[config.mk]
export PLATFORM = sky130hd
export DESIGN_NAME = byte_serial_tx
export DESIGN_NICKNAME = d
export VERILOG_FILES = /design/src/rtl/byte_serial_pkg.sv /design/src/rtl/byte_serial_tx_bit_timer.sv /design/src/rtl/byte_serial_tx.sv
export SDC_FILE = /design/constraint.sdc
export NUM_CORES = 1
export LEC_CHECK = 0
export ABC_AREA = 1
export CAP_MARGIN = 20
export CELL_PAD_IN_SITES_DETAIL_PLACEMENT = 0
export CELL_PAD_IN_SITES_GLOBAL_PLACEMENT = 1
export CORE_MARGIN = 5
export CORE_UTILIZATION = 27
export DETAILED_ROUTE_END_ITERATION = 8
export PLACE_DENSITY = 0.67
export SYNTH_ARGS = -nofsm -noshare
export SYNTH_HDL_FRONTEND = slang
export SYNTH_SLANG_ARGS = --single-unit
[constraint.sdc]
create_clock -name clk -period 1.2 [get_ports clk]
set_input_delay 0.24 -clock clk [delete_from_list [all_inputs] [get_ports clk]]
set_output_delay 0.24 -clock clk [all_outputs]
set_load 0.05 [all_outputs]
[src/rtl/byte_serial_pkg.sv]
// Shared definitions for the byte-serial link: FSM states, frame bit levels
// and the default bit period. Imported by both transmitter and receiver.
package byte_serial_pkg;

   typedef enum logic [1:0] {
      IDLE  = 2'd0,
      START = 2'd1,
      DATA  = 2'd2,
      STOP  = 2'd3
   } state_e;

   localparam logic START_BIT            = 1'b0;
   localparam logic STOP_BIT             = 1'b1;
   localparam int   NUM_DATA_BITS        = 8;
   localparam int   DEFAULT_CLKS_PER_BIT = 4;

endpackage

[src/rtl/byte_serial_tx_bit_timer.sv]
// Bit-period timer: counts 0..CLKS_PER_BIT-1 and pulses tick on the last
// cycle of each period. clear holds the count at zero.
module bit_timer #(
   parameter int CLKS_PER_BIT = 4
) (
   input  logic clk,
   input  logic reset,
   input  logic clear,
   output logic tick
);

   localparam int              CNT_W   = $clog2(CLKS_PER_BIT);
   localparam logic [CNT_W-1:0] CNT_MAX = CNT_W'(CLKS_PER_BIT - 1);

   logic [CNT_W-1:0] cnt_q;
   logic [CNT_W-1:0] cnt_d;

   // bit-period count register
   always_ff @(posedge clk or posedge reset) begin
      if (reset) begin
         cnt_q <= '0;
      end else begin
         cnt_q <= cnt_d;
      end
   end

   // tick on the last cycle of a period, then wrap
   always_comb begin
      tick  = 1'b0;
      cnt_d = cnt_q;
      if (clear) begin
         cnt_d = '0;
      end else if (cnt_q == CNT_MAX) begin
         tick  = 1'b1;
         cnt_d = '0;
      end else begin
         cnt_d = cnt_q + CNT_W'(1);
      end
   end

endmodule

[src/rtl/byte_serial_tx.sv]
// Byte transmitter: accepts a word on load/ready and sends it as
// start bit, DATA_W data bits LSB-first, stop bit. All outputs registered.
module byte_serial_tx
   import byte_serial_pkg::*;
#(
   parameter int CLKS_PER_BIT = DEFAULT_CLKS_PER_BIT,
   parameter int DATA_W       = NUM_DATA_BITS
) (
   input  logic              clk,
   input  logic              reset,
   input  logic [DATA_W-1:0] data_in,
   input  logic              load,
   output logic              ready,
   output logic              tx,
   output logic              busy,
   output logic              done
);

   localparam int               IDX_W    = $clog2(DATA_W);
   localparam logic [IDX_W-1:0] LAST_IDX = IDX_W'(DATA_W - 1);

   state_e             state_q, state_d;
   logic [DATA_W-1:0]  shift_q, shift_d;
   logic [IDX_W-1:0]   idx_q, idx_d;
   logic               tx_q, tx_d;
   logic               busy_q, busy_d;
   logic               ready_q, ready_d;
   logic               done_q, done_d;
   logic               tick;
   logic               accept;

   assign accept = load & ready_q;

   bit_timer #(
      .CLKS_PER_BIT (CLKS_PER_BIT)
   ) u_bit_timer (
      .clk   (clk),
      .reset (reset),
      .clear (state_q == IDLE),
      .tick  (tick)
   );

   // state, datapath and output registers
   always_ff @(posedge clk or posedge reset) begin
      if (reset) begin
         state_q <= IDLE;
         shift_q <= '0;
         idx_q   <= '0;
         tx_q    <= 1'b1;
         busy_q  <= 1'b0;
         ready_q <= 1'b1;
         done_q  <= 1'b0;
      end else begin
         state_q <= state_d;
         shift_q <= shift_d;
         idx_q   <= idx_d;
         tx_q    <= tx_d;
         busy_q  <= busy_d;
         ready_q <= ready_d;
         done_q  <= done_d;
      end
   end

   // next state, shift register and bit index; everything advances on tick
   always_comb begin
      state_d = state_q;
      shift_d = shift_q;
      idx_d   = idx_q;
      case (state_q)
         IDLE: begin
            if (accept) begin
               state_d = START;
               shift_d = data_in;
            end else begin
               state_d = IDLE;
            end
         end
         START: begin
            if (tick) begin
               state_d = DATA;
               idx_d   = '0;
            end else begin
               state_d = START;
            end
         end
         DATA: begin
            if (tick) begin
               shift_d = {1'b0, shift_q[DATA_W-1:1]};
               if (idx_q == LAST_IDX) begin
                  state_d = STOP;
                  idx_d   = '0;
               end else begin
                  idx_d = idx_q + IDX_W'(1);
               end
            end else begin
               state_d = DATA;
            end
         end
         STOP: begin
            if (tick) begin
               state_d = IDLE;
            end else begin
               state_d = STOP;
            end
         end
         default: begin
            state_d = IDLE;
         end
      endcase
   end

   // outputs derived from the upcoming state so they land registered in step with it
   always_comb begin
      tx_d    = STOP_BIT;
      busy_d  = 1'b0;
      ready_d = 1'b0;
      done_d  = 1'b0;
      case (state_d)
         IDLE: begin
            ready_d = 1'b1;
            done_d  = (state_q == STOP);
         end
         START: begin
            tx_d   = START_BIT;
            busy_d = 1'b1;
         end
         DATA: begin
            tx_d   = shift_d[0];
            busy_d = 1'b1;
         end
         STOP: begin
            tx_d   = STOP_BIT;
            busy_d = 1'b1;
         end
         default: begin
            tx_d = STOP_BIT;
         end
      endcase
   end

   assign tx    = tx_q;
   assign busy  = busy_q;
   assign ready = ready_q;
   assign done  = done_q;

endmodule

Word level (Yosys, flattened, before mapping)

Index checks and enable logic that the tools add are counted.

Flip-flop bits (word level): 19
Bits of input ports: 11
Logic and storage cells: 51

Reductions and logical operators: 7
Muxes and demuxes: 21
Bitwise logic cells: 1
Add/sub/neg operators: 2
Equality and inequality tests: 11

Operators by type and width:

| cell                                                 | number |
|---|---|
| two-way mux 8 bit                                    | 2 |
| case mux 8 bit (2 select lines)                      | 1 |
| two-way mux 2 bit                                    | 6 |
| equality test 2 bit (second input constant)          | 5 |
| two-way mux 3 bit                                    | 3 |
| case mux 2 bit (4 select lines)                      | 1 |
| two-way mux 1 bit                                    | 6 |
| inequality test 2 bit (second input constant)        | 3 |
| case mux 3 bit (2 select lines)                      | 1 |
| AND reduction 3 bit                                  | 2 |
| equality test 2 x 1 -> 1 bit (second input constant) | 2 |
| zero test 2 bit                                      | 2 |
| nonzero test 2 bit                                   | 2 |
| adder 3 x 1 -> 3 bit (second input constant)         | 1 |
| equality test 3 bit (second input constant)          | 1 |
| OR reduction 3 bit                                   | 1 |
| adder 2 x 1 -> 2 bit (second input constant)         | 1 |
| case mux 1 bit (2 select lines)                      | 1 |
| AND 1 bit                                            | 1 |

Logic depth before layout (Yosys ltp)

Gate-level depths: netlist of the first run.

Depth in word-level cells: 8
Gate-level depth with buffers: 9

Modules after synthesis

Synthesis of the first run repeated with hierarchy kept, for this count alone.

Cells, all modules: 112
Area, all modules: 943.4 sq um

By module, submodules not included:

| module         | area each (sq um) | instances | cells an instance |
|---|---|---|---|
| byte_serial_tx | 848.3             | 1         | 101 |
| bit_timer      | 95.1              | 1         | 11 |

Worst setup path after synthesis of the first run

OpenSTA, ideal clock, no wires.

Path kind: register to register
Start point: register ready_q (netlist: ready)
End point: register shift_q[6]
Setup time: 0.130 ns
Stages on the path, launching flop included: 8
Slack: -0.151 ns
Arrival time: 1.221 ns
Path buffers: 0
Path through: dfstp_2 -> nand2_1 -> inv_1 -> nand2_1 -> nand2_1 -> inv_1 -> nand2_1 -> o211ai_1

Longest elaborated chain between the ends: 3

Ends and longest elaborated chain:

| what                            | RTL line             | source |
|---|---|---|
| start, declared                 | byte_serial_tx.sv:27 | `logic ready_q, ready_d;` |
| start signal, assigned          | byte_serial_tx.sv:59 | `ready_q <= ready_d;` |
| AND 1 bit                       | byte_serial_tx.sv:32 | `assign accept = load & ready_q;` |
| inequality test 2 bit (no line) | n/a                  |  |
| AND reduction 3 bit (no line)   | n/a                  |  |
| end signal, assigned            | byte_serial_tx.sv:55 | `shift_q <= shift_d;` |
| end, declared                   | byte_serial_tx.sv:23 | `logic [DATA_W-1:0] shift_q, shift_d;` |

No other way between the ends.
A chain may end at the register's enable or synchronous reset.

Worst setup path in the final report of the first run

Start point: register ready_q (netlist: ready)
End point: output port ready

RTL lines:

| what          | RTL line             | source |
|---|---|---|
| end, declared | byte_serial_tx.sv:13 | `output logic ready,` |

No word-level cell between the ends.

==> Implementation_results.wiki, run 1 <==
{| class="wikitable"
! Metric !! Value
|-
| Effective utilization at floorplan || 27.6%
|-
| Number of antenna-violating nets in the routed design || 0
|-
| Dominant combinational cell family by area after synthesis || simple AND/OR/NAND/NOR gates
|-
| Number of port buffers || 14
|-
| Core box area || approximately 3300 µm²
|-
| Number of buffers between clock root and the deepest sink || 2
|-
| Horizontal die dimension || ~68 µm
|-
| Maximum clock skew at final layout || between 0.0015 and 0.002 ns
|-
| Most used flip-flop cell after synthesis || sky130_fd_sc_hd__dfrtp_1
|-
| Crit Path Class || register to primary output
|-
| Vias/cell || 4.25
|-
| Number of placed I/O pins || 15
|-
| Worst flop-to-flop path startpoint || idx_q[1]$_DFFE_PP0P_
|-
| Maximum fanout count along the critical path || 2
|-
| Area of the multi-input gates || around 410 µm²
|-
| Setup Slack @ Placement || -0.166 ns
|-
| Unrepaired setup endpoints after global routing || yes
|-
| Outcome || complete, but fails checks
|-
| Antenna violations before repair || 0
|-
| Number of optimization iterations in the first detailed-route pass || 4
|-
| Simple-gate share of the synthesized area || 27.7%
|-
| Slew at the pin closest to its max-slew limit || 0.233 ns
|-
| Static leakage || roughly 0.67 nW
|-
| Sequential-to-total area share from yosys stat || a little over half
|-
| FMAX || roughly 760 MHz
|-
| CTS tree || yes
|-
| Post-CTS Hold Buffers || 0
|-
| Signed area change from the synthesized netlist to the final layout || 50.6%
|-
| Global route overflow || 0
|-
| FF/Latch Area || 480 µm²
|-
| Synthesized-area fraction occupied by adder cells || approximately 4.1%
|-
| Distinct cell type count after synthesis || 17
|-
| Final worst-path setup slack || -0.115 ns
|-
| Pin count of the biggest net entering global routing || 14
|-
| Final instance area || approximately 1400 µm²
|-
| Worst hold path class || input port to async pin
|-
| Global placer's final weighted congestion || around 0.76
|-
| Number of buffers inserted during clock tree synthesis || 3
|-
| Total routed wirelength || 1850 µm
|-
| Cell types with the highest counts after synthesis || sky130_fd_sc_hd__nand2_1, sky130_fd_sc_hd__inv_1, sky130_fd_sc_hd__dfrtp_1
|-
| Final-report setup violation count || 4
|-
| Final critical-path required period || 1.32 ns
|-
| Post-CTS clock slew at the launch and capture registers of the worst setup and hold paths || about 0.10 ns
|-
| Internal power || ~0.0018 W
|-
| Element type at the critical path end || primary output
|-
| Relative contribution of the clock network to total power || a little over a tenth
|-
| Count of warnings emitted by yosys || 0
|-
| Sequential fraction of design power || between 30 and 40%
|-
| Number of enable-type register cells in the synthesized netlist || 0
|-
| Count of antenna diodes in the layout || 0
|-
| Net switching share of the total power || between 40% and 50%
|-
| Count of pins over their slew limit || 0
|-
| Height of the die || ~68 µm
|-
| Global-route wire length before repair || 3280 µm
|-
| Share of the synthesized area in compound gates (AO/OA/AOI/OAI) || under 10%
|-
| Total of fill cells in the finished design || 338
|-
| Switching power || about 0.0012 W
|-
| Number of hold violations in the final report || 0
|-
| Path depth of the worst reg2reg path || 6
|-
| Post-Syn Instances || 111
|-
| Worst relative slew slack || between 80 and 90%
|-
| Mean area per synthesized cell || a little over 8 µm²
|-
| Worst reg2reg setup slack || -0.04 ns
|-
| Worst-case vdd ir drop || between 600 and 700 µV
|-
| Netlist area before placement || around 900 µm²
|-
| Portion of synthesized cell area occupied by the leading cell type || a little under half
|-
| Root Driver || sky130_fd_sc_hd__clkbuf_4
|-
| Critical path launch point type || register
|-
| Synthesized net count || roughly 130
|-
| Xor and xnor fraction of the mapped netlist area || 0%
|-
| Pwr/cell area || 2180 nW/µm²
|-
| Util after Layout || approximately two fifths
|-
| DRC violation count after routing || 0
|-
| Clock network latency to the later pin of the worst-skew pair || 0.30 ns
|-
| Placed wire-length estimate || around 1400 µm
|-
| Routed via count || between 800 and 900
|-
| Top-count cell post-synth || sky130_fd_sc_hd__nand2_1
|-
| Share of layout cells above drive strength 1 || between 30% and 40%
|-
| Clock sink total || 19
|-
| Iteration-0 DRC count of the detailed router || 18
|-
| Required @ worst endpoint || between 0.9 and 1 ns
|-
| Final-stage net count || approximately 160
|-
| Worst flop-to-flop path endpoint || busy$_DFF_PP0_
|-
| Violated checks || negative setup slack
|-
| Async SR Flop Fraction || 100%
|-
| Library cell with the largest summed area after synthesis || sky130_fd_sc_hd__dfrtp_1
|-
| Number of global-route vias before repair || 774
|-
| CTS HTree Levels || 1
|-
| Routed WL per cell || about 10 µm
|-
| Worst EP arrival || roughly 1.1 ns
|-
| Row cnt || 21
|-
| Number of synthesized register bits || 19
|-
| GR Util All Layers || roughly a tenth
|-
| Multiplexer share of the synthesized area || 0%
|-
| Top cells by area, synth || sky130_fd_sc_hd__dfrtp_1, sky130_fd_sc_hd__nand2_1, sky130_fd_sc_hd__inv_1, sky130_fd_sc_hd__nand3_1, sky130_fd_sc_hd__dfstp_2
|-
| Max-cap violation count || 0
|-
| Area of placed instances || around 1200 µm²
|-
| Crit share post-route || 110%
|-
| Relative contribution of combinational cells to total power || about half
|-
| Floorplan die area || 4620 µm²
|}
[worst max-delay path by stage]
stage	start	end
4_1_cts	ready$_DFF_PP1_	ready
5_1_grt	ready$_DFF_PP1_	ready
2_1_floorplan	ready$_DFF_PP1_	shift_q[6]$_DFFE_PP0P_
3_3_place_gp	load	shift_q[6]$_DFFE_PP0P_
6_report	ready$_DFF_PP1_	ready
3_5_place_dp	load	shift_q[6]$_DFFE_PP0P_
[per-layer routing]
| metal | global-route usage, % | wire length [µm] | vias to the layer above |
|---|---|---|---|
| met4 | 2.98 | 18 | 0 |
| met3 | 4.43 | 122 | 2 |
| met5 | 0 | 0 | - |
| li1 | - | - | 408 |
| met2 | 15.0 | 893 | 17 |
| met1 | 11.3 | 818 | 377 |
[stage by stage]
step / hold slack (ns) / cells / power [W] / setup TNS [ns]
6_report: 0.203 / 189 / 0.00298 / -0.216
5_1_grt: 0.227 / 189 / 0.00323 / -0.640
4_1_cts: 0.200 / 185 / 0.00288 / -0.287
3_5_place_dp: 0.432 / 178 / 0.00242 / -1.27
3_3_place_gp: 0.425 / 178 / 0.00240 / -1.10
2_1_floorplan: 0.190 / 111 / 0.00192 / -0.560
[layout by cell type, fill, tap and decap left out, types with 2 or more instances in the layout]
cell type	count
sky130_fd_sc_hd__nand3_2	5
sky130_fd_sc_hd__inv_4	2
sky130_fd_sc_hd__dfrtp_1	15
sky130_fd_sc_hd__nand3_1	8
sky130_fd_sc_hd__inv_1	15
sky130_fd_sc_hd__nor2_1	4
sky130_fd_sc_hd__ha_4	2
sky130_fd_sc_hd__dfrtp_2	2
sky130_fd_sc_hd__nand2_4	2
sky130_fd_sc_hd__dfstp_2	2
sky130_fd_sc_hd__buf_12	4
sky130_fd_sc_hd__inv_2	4
sky130_fd_sc_hd__o21ai_0	3
sky130_fd_sc_hd__o211ai_1	2
sky130_fd_sc_hd__nor2_2	2
sky130_fd_sc_hd__buf_4	15
sky130_fd_sc_hd__clkdlybuf4s50_1	10
sky130_fd_sc_hd__clkbuf_4	3
sky130_fd_sc_hd__a21oi_1	2
sky130_fd_sc_hd__nand2_1	33
[worst max-delay path: stages (launching register included)]
cell,delay (ns)
sky130_fd_sc_hd__dfstp_2,0.55
sky130_fd_sc_hd__buf_6,0.10
sky130_fd_sc_hd__buf_12,0.12
[repair_timing]
action	in CTS	in global routing
gates cloned	0	0
gates resized for setup	8	12
setup buffers	3	4
hold endpoints to repair	0	0
setup endpoints to repair	14	15
pin swaps	6	4
[layout make-up]
cell class / instances / share of cell area (%)
well taps: 46 / 4.21
repair buffers: 30 / 22.3
inverters: 21 / 6.14
multi-input cells: 69 / 30.3
flip-flops and latches: 19 / 35.2
clock buffers: 4 / 1.92
[state kept, by name, indices dropped and copies added, names as in the netlist]
name	cells
state_q	2
u_bit_timer.cnt_q	2
done	1
ready	1
idx_q	3
busy	1
tx	1
shift_q	8
[kinds of logic after synthesis]
logic type	count (synthesis)
and+or+nand+nor	58
adders and majority gates	3
AOI/OAI and AO/OA	8
DFF	19
buffers and inverters	23
[power groups by stage]
stage	Clock [W]	Combinational [W]	Sequential (W)
floorplan	0	0.000695	0.00122
global placement	0	0.00130	0.00110
detailed placement	0	0.00132	0.00110
CTS	0.000344	0.00143	0.00111
global route	0.000386	0.00170	0.00114
finish	0.000326	0.00155	0.00111
No activity file was read; power rests on OpenSTA's default activity.
==> run 2: changes to the inputs <==
- CAP_MARGIN: 20 -> unset
- CORE_ASPECT_RATIO: unset -> 1.2
- CTS_CLUSTER_SIZE: unset -> 8
==> run 2 against run 1 <==
Net effect:
- the flow still finishes with violations (negative setup slack)
- register-to-register slack lost 0.02 ns
- final cell count shrank 7.4%
- setup slack gained 0.053 ns
- first-iteration DRC count grew 28%
- utilization shrank 0.45 points
- power grew 3.9%
- largest power group unchanged
- highest routed layer unchanged
==> Implementation_results.wiki, run 2 (synthesized netlist as in run 1, its figures left out) <==
{| class="wikitable"
! Metric !! Value
|-
| Outcome || complete, but fails checks
|-
| Violated checks || negative setup slack
|-
| Number of hold violations in the final report || 0
|-
| Floorplan die area || around 4600 µm²
|-
| Area of placed instances || approximately 1200 µm²
|-
| Most frequent cells in the layout || sky130_fd_sc_hd__nand2_1, sky130_fd_sc_hd__dfrtp_1, sky130_fd_sc_hd__inv_1, sky130_fd_sc_hd__nand3_1, sky130_fd_sc_hd__clkdlybuf4s50_1
|-
| Registers with the most flip-flops || shift_q x8, idx_q x3
|-
| Final critical-path required period || approximately 1.3 ns
|-
| Post-CTS clock slew at the launch and capture registers of the worst setup and hold paths || roughly 0.07 ns
|-
| Internal power || between 0.0015 and 0.002 W
|-
| Relative contribution of the clock network to total power || around 14%
|-
| Net switching share of the total power || roughly two fifths
|-
| Share of layout cells above drive strength 1 || approximately 33%
|-
| Antenna violations before repair || 0
|-
| Sequential fraction of design power || a little under two fifths
|-
| GR Util All Layers || about a tenth
|-
| Signed area change from the synthesized netlist to the final layout || 48.8%
|-
| Count of antenna diodes in the layout || 0
|-
| Number of buffers between clock root and the deepest sink || 2
|-
| Maximum clock skew at final layout || between 0.002 and 0.0025 ns
|-
| Number of antenna-violating nets in the routed design || 0
|-
| Number of flip-flops under the largest register name || 8
|-
| Number of global-route vias before repair || 757
|-
| Slew at the pin closest to its max-slew limit || 0.212 ns
|-
| Post-CTS Hold Buffers || 0
|-
| Number of placed I/O pins || 15
|-
| Global placer's final weighted congestion || between 0.7 and 0.8
|-
| Top register by number of flip-flops || shift_q
|-
| Worst relative slew slack || 85.9%
|-
| Accumulated negative setup slack || -0.181 ns
|-
| Clock sink total || 19
|-
| Static leakage || ~0.65 nW
|-
| Maximum fanout count along the critical path || 4
|-
| Crit Path Class || register to register
|-
| Root Driver || sky130_fd_sc_hd__clkbuf_8
|-
| Relative contribution of combinational cells to total power || between 40% and 50%
|-
| CTS HTree Levels || 1
|-
| Global route overflow || 0
|-
| Routed via count || between 700 and 800
|-
| Final worst-path setup slack || -0.0625 ns
|-
| Setup Slack @ Placement || -0.180 ns
|-
| Cell type of the slowest stage on the worst timing path || sky130_fd_sc_hd__dfrtp_1
|-
| DRC violation count after routing || 0
|-
| Worst hold path class || input port to async pin
|-
| Path depth of the worst reg2reg path || 6
|-
| Most common cell after layout, fill and taps aside || sky130_fd_sc_hd__nand2_1
|-
| CTS tree || yes
|-
| Number of port buffers || 14
|-
| Crit-path leading delay family || flip-flops
|-
| Horizontal die dimension || roughly 63 µm
|-
| Final-report setup violation count || 3
|-
| Number of optimization iterations in the first detailed-route pass || 4
|-
| Core box area || between 3000 and 4000 µm²
|-
| Largest stage delay, worst path || approximately 0.4 ns
|-
| Effective utilization at floorplan || between 20% and 30%
|-
| Worst EP arrival || 1.41 ns
|-
| Required @ worst endpoint || between 1 and 1.5 ns
|-
| Height of the die || between 70 and 80 µm
|-
| Vias/cell || ~4.5
|-
| Sum of buffers and inverters on the critical path || 1
|-
| Final-stage net count || between 150 and 200
|-
| Unrepaired setup endpoints after global routing || yes
|-
| Iteration-0 DRC count of the detailed router || 23
|-
| Switching power || ~0.0012 W
|-
| Total routed wirelength || slightly above 2000 µm
|-
| Crit path cell chain || ha_2 -> ha_4 -> nand4_1 -> nand3_2 -> nor2_2 -> inv_1
|-
| Crit path depth || 6
|-
| Worst-case vdd ir drop || ~1000 µV
|-
| Critical path launch point type || register
|-
| Element type at the critical path end || register
|-
| Clock network latency to the later pin of the worst-skew pair || 0.25 ns
|-
| Count of pins over their slew limit || 0
|-
| Final instance area || around 1400 µm²
|-
| Global-route wire length before repair || approximately 3400 µm
|-
| Row cnt || 23
|-
| Number of buffers inserted during clock tree synthesis || 3
|-
| Pin count of the biggest net entering global routing || 20
|-
| Max-cap violation count || 0
|-
| Util after Layout || between 40% and 50%
|-
| Pwr/cell area || roughly 2300 nW/µm²
|-
| Crit share post-route || 105%
|-
| Routed WL per cell || ~11 µm
|-
| FMAX || 792 MHz
|-
| Placed wire-length estimate || about 1400 µm
|}
run 2: changes by cell type in the layout (fill, tap and decap cells not counted), sizes merged:
cell,previous run,this run
buf,20,15
run 2: path summary, 6_finish.rpt:
| path | from | end | slack [ns] |
|---|---|---|---|
| max | idx_q[1]$_DFFE_PP0P_ | busy$_DFF_PP0_ | -0.06 |
| min | reset | u_bit_timer.cnt_q[1]$_DFF_PP0_ | 0.30 |
| max reg2reg | idx_q[1]$_DFFE_PP0P_ | busy$_DFF_PP0_ | -0.06 |
| min reg2reg | shift_q[2]$_DFFE_PP0P_ | shift_q[2]$_DFFE_PP0P_ | 0.49 |
| max in group asynchronous | reset | ready$_DFF_PP1_ | 0.68 |
| min in group clk | shift_q[2]$_DFFE_PP0P_ | shift_q[2]$_DFFE_PP0P_ | 0.49 |
run 2: through the flow:
stage / std cells / hold WS (ns) / total power (W)
after floorplan: 111 / 0.190 / 0.00192
after global placement: 167 / 0.480 / 0.00241
after detailed placement: 167 / 0.478 / 0.00243
after CTS: 171 / 0.313 / 0.00296
after global routing: 175 / 0.329 / 0.00332
final: 175 / 0.304 / 0.00310
run 2: worst register-to-register path, stage by stage, from the launching register on:
cell,delay [ns]
sky130_fd_sc_hd__dfrtp_1,0.40
sky130_fd_sc_hd__ha_2,0.21
sky130_fd_sc_hd__ha_4,0.17
sky130_fd_sc_hd__nand4_1,0.09
sky130_fd_sc_hd__nand3_2,0.13
sky130_fd_sc_hd__nor2_2,0.13
sky130_fd_sc_hd__inv_1,0.04
run 2: repair_timing:
item,CTS,global route
endpoints found under the setup margin,14,14
pin swaps,4,7
resized for setup,9,16
gates cloned,0,0
setup buffers,0,4
run 2: layout make-up:
class | count | area, µm²
inverters | 21 | 81.3
clock buffers | 4 | 45.0
repair buffers | 25 | 280
well taps | 37 | 46.3
flip-flops and latches | 19 | 480
multi-input cells | 69 | 417
fillers | 345 | 1930
run 2: power by group through the flow:
stage	clock network [W]	logic [W]	registers (W)
2_1_floorplan	0	0.000695	0.00122
3_3_place_gp	0	0.00131	0.00110
3_5_place_dp	0	0.00132	0.00110
4_1_cts	0.000461	0.00138	0.00112
5_1_grt	0.000482	0.00167	0.00117
6_report	0.000446	0.00150	0.00115
run 2: per-layer routing:
layer	share of wire, %	GRT usage [%]	wire (µm)	vias up
met5	0	0	0	-
met4	2.2	4.95	44	0
met3	4.7	3.06	94	4
met2	50	15.2	1000	20
met1	43	10.9	872	373
li1	-	-	-	396
